### src/rtl/if_fetch_stage.sv
// Instruction-fetch stage with IF/ID pipeline register.
// Issues req/ack instruction reads, buffers one word while ID stalls,
// and drops the stale response of a request that a redirect overtook.
// Optional build macro: FETCH_PERF_CNT_EN adds the PERF_W parameter and the
// perf_stall_cnt / perf_flush_cnt saturating counter ports.
module if_fetch_stage #(
    parameter int unsigned       XLEN     = 32,
    parameter logic [XLEN-1:0]   RESET_PC = XLEN'(32'h0000_0000),
    parameter logic [XLEN-1:0]   NOP_INST = XLEN'(32'h0000_0013)
`ifdef FETCH_PERF_CNT_EN
    ,
    parameter int unsigned       PERF_W   = 32
`endif
) (
    input  logic              clk,
    input  logic              rst,
    input  logic              pc_write,
    input  logic              ifid_write,
    input  logic              ifid_flush,
    input  logic              redirect_valid,
    input  logic [XLEN-1:0]   redirect_pc,
    output logic              imem_req,
    output logic [XLEN-1:0]   imem_addr,
    input  logic              imem_ack,
    input  logic [XLEN-1:0]   imem_rdata,
    output logic              ifid_valid,
    output logic [XLEN-1:0]   ifid_pc,
    output logic [XLEN-1:0]   ifid_inst
`ifdef FETCH_PERF_CNT_EN
    ,
    output logic [PERF_W-1:0] perf_stall_cnt,
    output logic [PERF_W-1:0] perf_flush_cnt
`endif
);

    typedef enum logic [1:0] {
        S_REQ  = 2'd0,
        S_WAIT = 2'd1,
        S_HOLD = 2'd2,
        S_DROP = 2'd3
    } state_t;

    state_t          state_q;
    logic [XLEN-1:0] pc_q;
    logic [XLEN-1:0] hold_inst_q;
    logic [XLEN-1:0] drop_pc_q;

    logic            ack_c;
    logic            fetching_c;
    logic            load_fetch_c;
    logic            load_hold_c;
    logic [XLEN-1:0] target_c;
    logic [XLEN-1:0] pc_inc_c;

    // Fetch address is the PC flop itself, always word aligned
    assign imem_addr = pc_q;

    // Handshake and IF/ID load qualifiers
    assign ack_c        = imem_req & imem_ack;
    assign fetching_c   = (state_q == S_REQ) || (state_q == S_WAIT);
    assign load_fetch_c = !redirect_valid && fetching_c && ack_c && ifid_write;
    assign load_hold_c  = !redirect_valid && (state_q == S_HOLD) && ifid_write;
    assign target_c     = redirect_pc & ~XLEN'(3);
    assign pc_inc_c     = pc_q + XLEN'(4);

    // IF/ID register: flush wins, otherwise load from memory or hold buffer
    always_ff @(posedge clk or negedge rst) begin
        if (!rst) begin
            ifid_valid <= 1'b0;
            ifid_pc    <= '0;
            ifid_inst  <= NOP_INST;
        end else if (ifid_flush) begin
            ifid_valid <= 1'b0;
            ifid_pc    <= '0;
            ifid_inst  <= NOP_INST;
        end else if (load_fetch_c) begin
            ifid_valid <= 1'b1;
            ifid_pc    <= pc_q;
            ifid_inst  <= imem_rdata;
        end else if (load_hold_c) begin
            ifid_valid <= 1'b1;
            ifid_pc    <= pc_q;
            ifid_inst  <= hold_inst_q;
        end
    end

    // Fetch FSM: PC, request line, hold buffer and pending redirect target
    always_ff @(posedge clk or negedge rst) begin
        if (!rst) begin
            state_q     <= S_REQ;
            pc_q        <= RESET_PC & ~XLEN'(3);
            imem_req    <= 1'b0;
            hold_inst_q <= NOP_INST;
            drop_pc_q   <= '0;
        end else begin
            imem_req <= 1'b1;
            if (redirect_valid) begin
                // A request still awaiting its ack must complete before retargeting
                if (ack_c || !imem_req) begin
                    pc_q    <= target_c;
                    state_q <= S_REQ;
                end else begin
                    drop_pc_q <= target_c;
                    state_q   <= S_DROP;
                end
            end else begin
                case (state_q)
                    S_REQ, S_WAIT: begin
                        if (ack_c) begin
                            if (ifid_flush) begin
                                state_q <= S_REQ;
                            end else if (ifid_write) begin
                                if (pc_write) begin
                                    pc_q <= pc_inc_c;
                                end
                                state_q <= S_REQ;
                            end else begin
                                hold_inst_q <= imem_rdata;
                                imem_req    <= 1'b0;
                                state_q     <= S_HOLD;
                            end
                        end else if (imem_req) begin
                            state_q <= S_WAIT;
                        end
                    end
                    S_HOLD: begin
                        if (ifid_flush) begin
                            state_q <= S_REQ;
                        end else if (ifid_write) begin
                            if (pc_write) begin
                                pc_q <= pc_inc_c;
                            end
                            state_q <= S_REQ;
                        end else begin
                            imem_req <= 1'b0;
                        end
                    end
                    S_DROP: begin
                        if (ack_c) begin
                            pc_q    <= drop_pc_q;
                            state_q <= S_REQ;
                        end
                    end
                    default: state_q <= S_REQ;
                endcase
            end
        end
    end

`ifdef FETCH_PERF_CNT_EN
    // Saturating counters of stalled and flushed cycles
    always_ff @(posedge clk or negedge rst) begin
        if (!rst) begin
            perf_stall_cnt <= '0;
            perf_flush_cnt <= '0;
        end else begin
            if (!ifid_write && (perf_stall_cnt != '1)) begin
                perf_stall_cnt <= perf_stall_cnt + PERF_W'(1);
            end
            if (ifid_flush && (perf_flush_cnt != '1)) begin
                perf_flush_cnt <= perf_flush_cnt + PERF_W'(1);
            end
        end
    end
`else
    // Performance counters are not built in this configuration.
`endif

endmodule

### config.mk
export PLATFORM = sky130hd
export DESIGN_NAME = if_fetch_stage
export DESIGN_NICKNAME = d
export VERILOG_FILES = /design/src/rtl/if_fetch_stage.sv
export SDC_FILE = /design/constraint.sdc
export NUM_CORES = 1
export LEC_CHECK = 0
export CAP_MARGIN = 30
export CORE_MARGIN = 4
export CORE_UTILIZATION = 40
export DETAILED_ROUTE_END_ITERATION = 6
export GPL_ROUTABILITY_DRIVEN = 1
export PLACE_DENSITY = 0.66
export SLEW_MARGIN = 15
export SYNTH_ARGS = -nofsm -noshare
export SYNTH_HDL_FRONTEND = slang
export SYNTH_SLANG_ARGS = --single-unit
### constraint.sdc
create_clock -name clk -period 4 [get_ports clk]
set_input_delay 0.4 -clock clk [delete_from_list [all_inputs] [get_ports clk]]
set_output_delay 0.4 -clock clk [all_outputs]
set_load 0.02 [all_outputs]
# Word-level counts from Yosys, hierarchy flattened
# Cells that the tools add are included.
[totals] word_cells=70 reg_bits=162 in_bits=71
[classes] bitwise=5 reduce_logical=16 n_mux=32 addsub=1 eq_ne=8
[ops] operator="32-bit two-way mux" count=13
[ops] operator="32-bit case mux with 3 select lines" count=1
[ops] operator="32-bit by 3-bit adder with 32-bit output (second input constant)" count=1
[ops] operator="2-bit two-way mux" count=9
[ops] operator="4-bit inequality test (second input constant)" count=2
[ops] operator="1-bit two-way mux" count=7
[ops] operator="3-bit inequality test (second input constant)" count=2
[ops] operator="2-bit case mux with 3 select lines" count=1
[ops] operator="3-bit AND reduction" count=2
[ops] operator="1-bit logical AND" count=5
[ops] operator="5-bit AND reduction" count=1
[ops] operator="2-bit equality test (second input constant)" count=2
[ops] operator="1-bit inverter" count=4
[ops] operator="3-bit nonzero test" count=1
[ops] operator="2-bit by 1-bit equality test with 1-bit output (second input constant)" count=1
[ops] operator="1-bit logical NOT" count=2
[ops] operator="2-bit logical NOT" count=1
[ops] operator="1-bit logical OR" count=2
[ops] operator="2-bit by 1-bit inequality test with 1-bit output (second input constant)" count=1
[ops] operator="1-bit case mux with 2 select lines" count=1
[ops] operator="2-bit AND reduction" count=1
[ops] operator="2-bit OR reduction" count=1
[ops] operator="1-bit AND" count=1

# Longest topological paths before layout
[depth] word_depth=7 depth_mapped=8 depth_no_buf=6

# Worst setup path after synthesis
# OpenSTA, ideal clock, no wires.
[synth_timing] path_kind="reg-to-reg" start="register pc_q[17] (netlist: imem_addr[17])" end="register pc_q[29] (netlist: imem_addr[29])" setup_ps=126 t_arrival_ps=2015 stages_incl_launch_ff=7 slack_ps=1859 path_cell_list="dfrtp_1 > buf_2 > nand3_1 > or4_4 > nor4_4 > xnor2_1 > a221o_1"
[synth_between] elab_chain_len=7
[synth_rtl] item="from (decl)" line_no="44" rtl="logic [XLEN-1:0] pc_q;"
[synth_rtl] item="from (signal assigned)" line_no="91" rtl="pc_q <= RESET_PC & ~XLEN'(3);"
[synth_rtl] item="from (signal assigned)" line_no="100" rtl="pc_q <= target_c;"
[synth_rtl] item="from (signal assigned)" line_no="114" rtl="pc_q <= pc_inc_c;"
[synth_rtl] item="32-bit by 3-bit adder with 32-bit output (*)" line_no="64" rtl="assign pc_inc_c = pc_q + XLEN'(4);"
[synth_rtl] item="32-bit two-way mux (*)" line_no="113, 130"
[synth_rtl] item="32-bit two-way mux (*)" line_no="129" rtl="end else if (ifid_write) begin"
[synth_rtl] item="32-bit two-way mux (*)" line_no="127" rtl="if (ifid_flush) begin"
[synth_rtl] item="32-bit two-way mux" line_no="109" rtl="if (ack_c) begin"
[synth_rtl] item="32-bit case mux with 3 select lines (*)" line_no="107" rtl="case (state_q)"
[synth_rtl] item="32-bit two-way mux (*)" line_no="97" rtl="if (redirect_valid) begin"
# Every way passes the cells marked *; elsewhere a longest branch is shown, timed or not. The select of a mux whose other input is x is not followed.
# A chain may end at the register's enable or synchronous reset.

# Worst setup path in the final report
[layout_timing] start="register pc_q[6] (netlist: imem_addr[6])" end="register pc_q[29] (netlist: imem_addr[29])"
# Same word-level chain as after synthesis.

==> metrics.csv <==
stage,metric,value,unit
status,status,finished with violations,
status,failing checks,negative hold slack,
timing,min cycle time layout,2.624,ns
worst_setup_path,Critical R2R Launch,imem_addr[6]$_DFFE_PN0P_,
yosys,#FFs+latches synth,159,
grt,first-pass GRT wire length,33680,um
route,Vias,6247,
timing,setup ws final,1.376,ns
worst_setup_path,Setup CP Type,reg2reg,
timing,"Hold Violations, Final",4,
yosys,register area share after synthesis,52.22,%
die,Top Ports,169,
final_layout,Fill cells,1700,
final_layout,# diodes,0,
die,initial core utilization,40.67,%
placed_design,GP Congestion,0.8327,
pwr,Final Power,4.888,mW
yosys,Yosys cell types,58,
yosys,Synth area leaders,"dfrtp_1, mux2_2, nand2_1",
route,WL/cell,18.01,um
die,row cnt,50,
route,iteration count of the initial detailed-routing pass,5,
worst_setup_path,"delay-heaviest family, CP",simple AND/OR/NAND/NOR gates,
final_layout,"Design Area, Final",10100,sq um
clocking,TritonCTS Buffers,17,
clocking,Worst-Skew Late Latency,0.42,ns
worst_setup_path,slowest library cell on the worst path,or4_4,
timing,Setup-failing EPs final,0,
yosys,Async SR Flop Fraction,100.0,%
yosys,top-area cell type share of the netlist area,50.16,%
final_layout,P&R area growth vs syn,32.37,%
placed_design,placed insts,1117,
timing,worst hold margin,-0.01381,ns
pwr,Max VDD drop,0.0003413,V
worst_setup_path,Max stage delay on crit path,0.68,ns
die,Die Wd,146.1,um
timing,worst slew pin tran,0.8342,ns
die,Die H,146.1,um
worst_setup_path,CP endpoint kind,flop,
grt,vias in the first global route,6135,
grt,total gr overflow,0,
grt,initial antenna violation count,0,
yosys,leading cell type by number of instances after synthesis,dfrtp_1,
worst_setup_path,Setup crit start,imem_addr[6]$_DFFE_PN0P_,
grt,total track usage,19.62,%
route,vias per cell,5.437,
final_layout,fraction of layout cells with a size suffix above 1,14.32,%
min_path,Hold Path Class,in2async,
route,First DRT Iteration DRCs,377,
worst_setup_path,CP Data Arrival Time,2.92,ns
clocking,CTS tree,built,
timing,setup_tns,0,ns
yosys,leading cell types by count after synthesis,"dfrtp_1, nand2_1, a21oi_1",
clocking,clk sinks,159,
placed_design,I/O Buffers,164,
worst_setup_path,required time of the critical path,4.30,ns
route,total routed wirelength,20690,um
yosys,synthesized area per cell,10.11,sq um
pwr,total leakage power,4.299,nW
die,die area,21360,sq um
timing,clk_skew,0.009078,ns
yosys,total number of yosys warnings,0,
clocking,setup bufs post-CTS,0,
clocking,clk root buf,clkbuf_16,
placed_design,pre-CTS WS,1.038,ns
timing,Slew headroom,44.39,%
yosys,commonest register cell after synthesis,dfrtp_1,
placed_design,DP Wirelength,14330,um
yosys,"area leader, netlist",dfrtp_1,
worst_setup_path,CP cell instances,nand4_1 -> or4_4 -> nor4_4 -> xnor2_1 -> a221o_1,
yosys,synthesized instance count,755,
clocking,CTS-repair resized insts,0,
clocking,CTS Buffer Depth,2,
worst_setup_path,CP Launch Type,flop,
timing,Final Cycle Share,65.59,%
final_layout,utilization after layout,53.84,%
timing,max-slew violations,0,
grt,largest net degree at the start of global routing,83,
timing,f_max,381.2,MHz
worst_setup_path,Worst Path Max Fanout,12,
final_layout,Final nets,975,
timing,setup repair after global routing missed its margin,false,
final_layout,Layout Cells excl Fill,1149,
pwr,PwrDens,483.8,nW/um^2
flow_run,max_cap viols,0,
placed_design,Placed Area,9505,sq um
yosys,Post-synth EDFFs,0,
route,ANT nets after route,0,
clocking,"CTS clk-pin slew, worst paths",0.06,ns
clocking,post-cts hold buffer count,0,
yosys,Post-Syn Area,7634,sq um
die,Placeable Area,18770,sq um
route,DRC viols,0,
clocking,H-tree depth,4,
worst_setup_path,Buf/Inv on CP,0,
[cells by family after synthesis]
kind of cell             after synthesis  share of synthesized area [%]
buffers and inverters                 68                          3.770
multiplexers                          96                          13.59
XOR/XNOR                               9                          1.033
AND/OR/NAND/NOR                      239                          14.24
other                                  1                        0.04913
flip-flops                           159                          52.22
adder cells (fa/ha/maj)                1                         0.1639
AO/OA/AOI/OAI                        182                          14.93
[power breakdown]
group          switching, mW  internal, mW  total (mW)  leakage (nW)
logic                  0.558         0.555        1.11          2.02
clock network          0.661         0.978        1.64         0.289
registers              0.265          1.87        2.14          1.99
[worst reg2reg max path: stages (launching register included)]
cell	delay, ns
dfrtp_1	0.57
nand4_1	0.46
or4_4	0.69
nor4_4	0.34
xnor2_1	0.11
a221o_1	0.35
[per-layer routing]
metal,routed length [um],up-vias,global-route usage [%]
met1,9352,3023,27.16
li1,-,3005,-
met3,1244,25,3.973
met2,9749,194,31.56
met4,341,0,5.409
met5,0,-,0
[cells in the final DEF (no fill, tap or decap), drive strengths merged, types with 3 or more instances in the layout]
cell           count
nand2b             4
mux2              61
inv                8
nand2            102
a211oi            35
clkdlybuf4s50    162
clkbuf            18
nand3             15
nor4              11
a31oi              4
bufinv             3
and3               8
buf               25
o211ai             5
dfrtp            153
dfstp              6
xnor2              7
nor2              63
o22ai              3
a211o              8
and2               7
mux2i             35
nor3              10
o21ai             36
a21oi             65
a41oi              3
clkinv             9
nand4             12
[final timing paths]
path,end,slack (ns),depth (start not counted)
worst max-delay path,imem_addr[29]$_DFFE_PN0P_,1.38,5
worst min-delay path,hold_inst_q[8]$_DFFE_PN0P_,-0.01,1
worst max register to register,imem_addr[29]$_DFFE_PN0P_,1.38,5
worst min register to register,drop_pc_q[31]$_DFFE_PN0P_,0.48,2
max in group asynchronous,imem_addr[9]$_DFFE_PN0P_,3.02,2
min in group clk,ifid_pc[10]$_DFFE_PN0P_,0.37,2
[cell type report]
type	instances	area (sq um)	share of cell area, %
inverters	8	30.03	0.2972
repair buffers	188	1836	18.16
flip-flops and latches	159	3986	39.45
well taps	234	292.8	2.897
clock inverters	14	168.9	1.672
clock buffers	17	425.4	4.210
multi-input cells	529	3366	33.31
[state kept, by name, indices dropped and copies added, names as in the netlist]
| signal | cells |
|---|---|
| ifid_pc | 31 |
| drop_pc_q | 30 |
| hold_inst_q | 32 |
| ifid_valid | 1 |
| state_q | 2 |
| ifid_inst | 32 |
| imem_addr | 30 |
| imem_req | 1 |
Power figures use the tool's default switching activity.
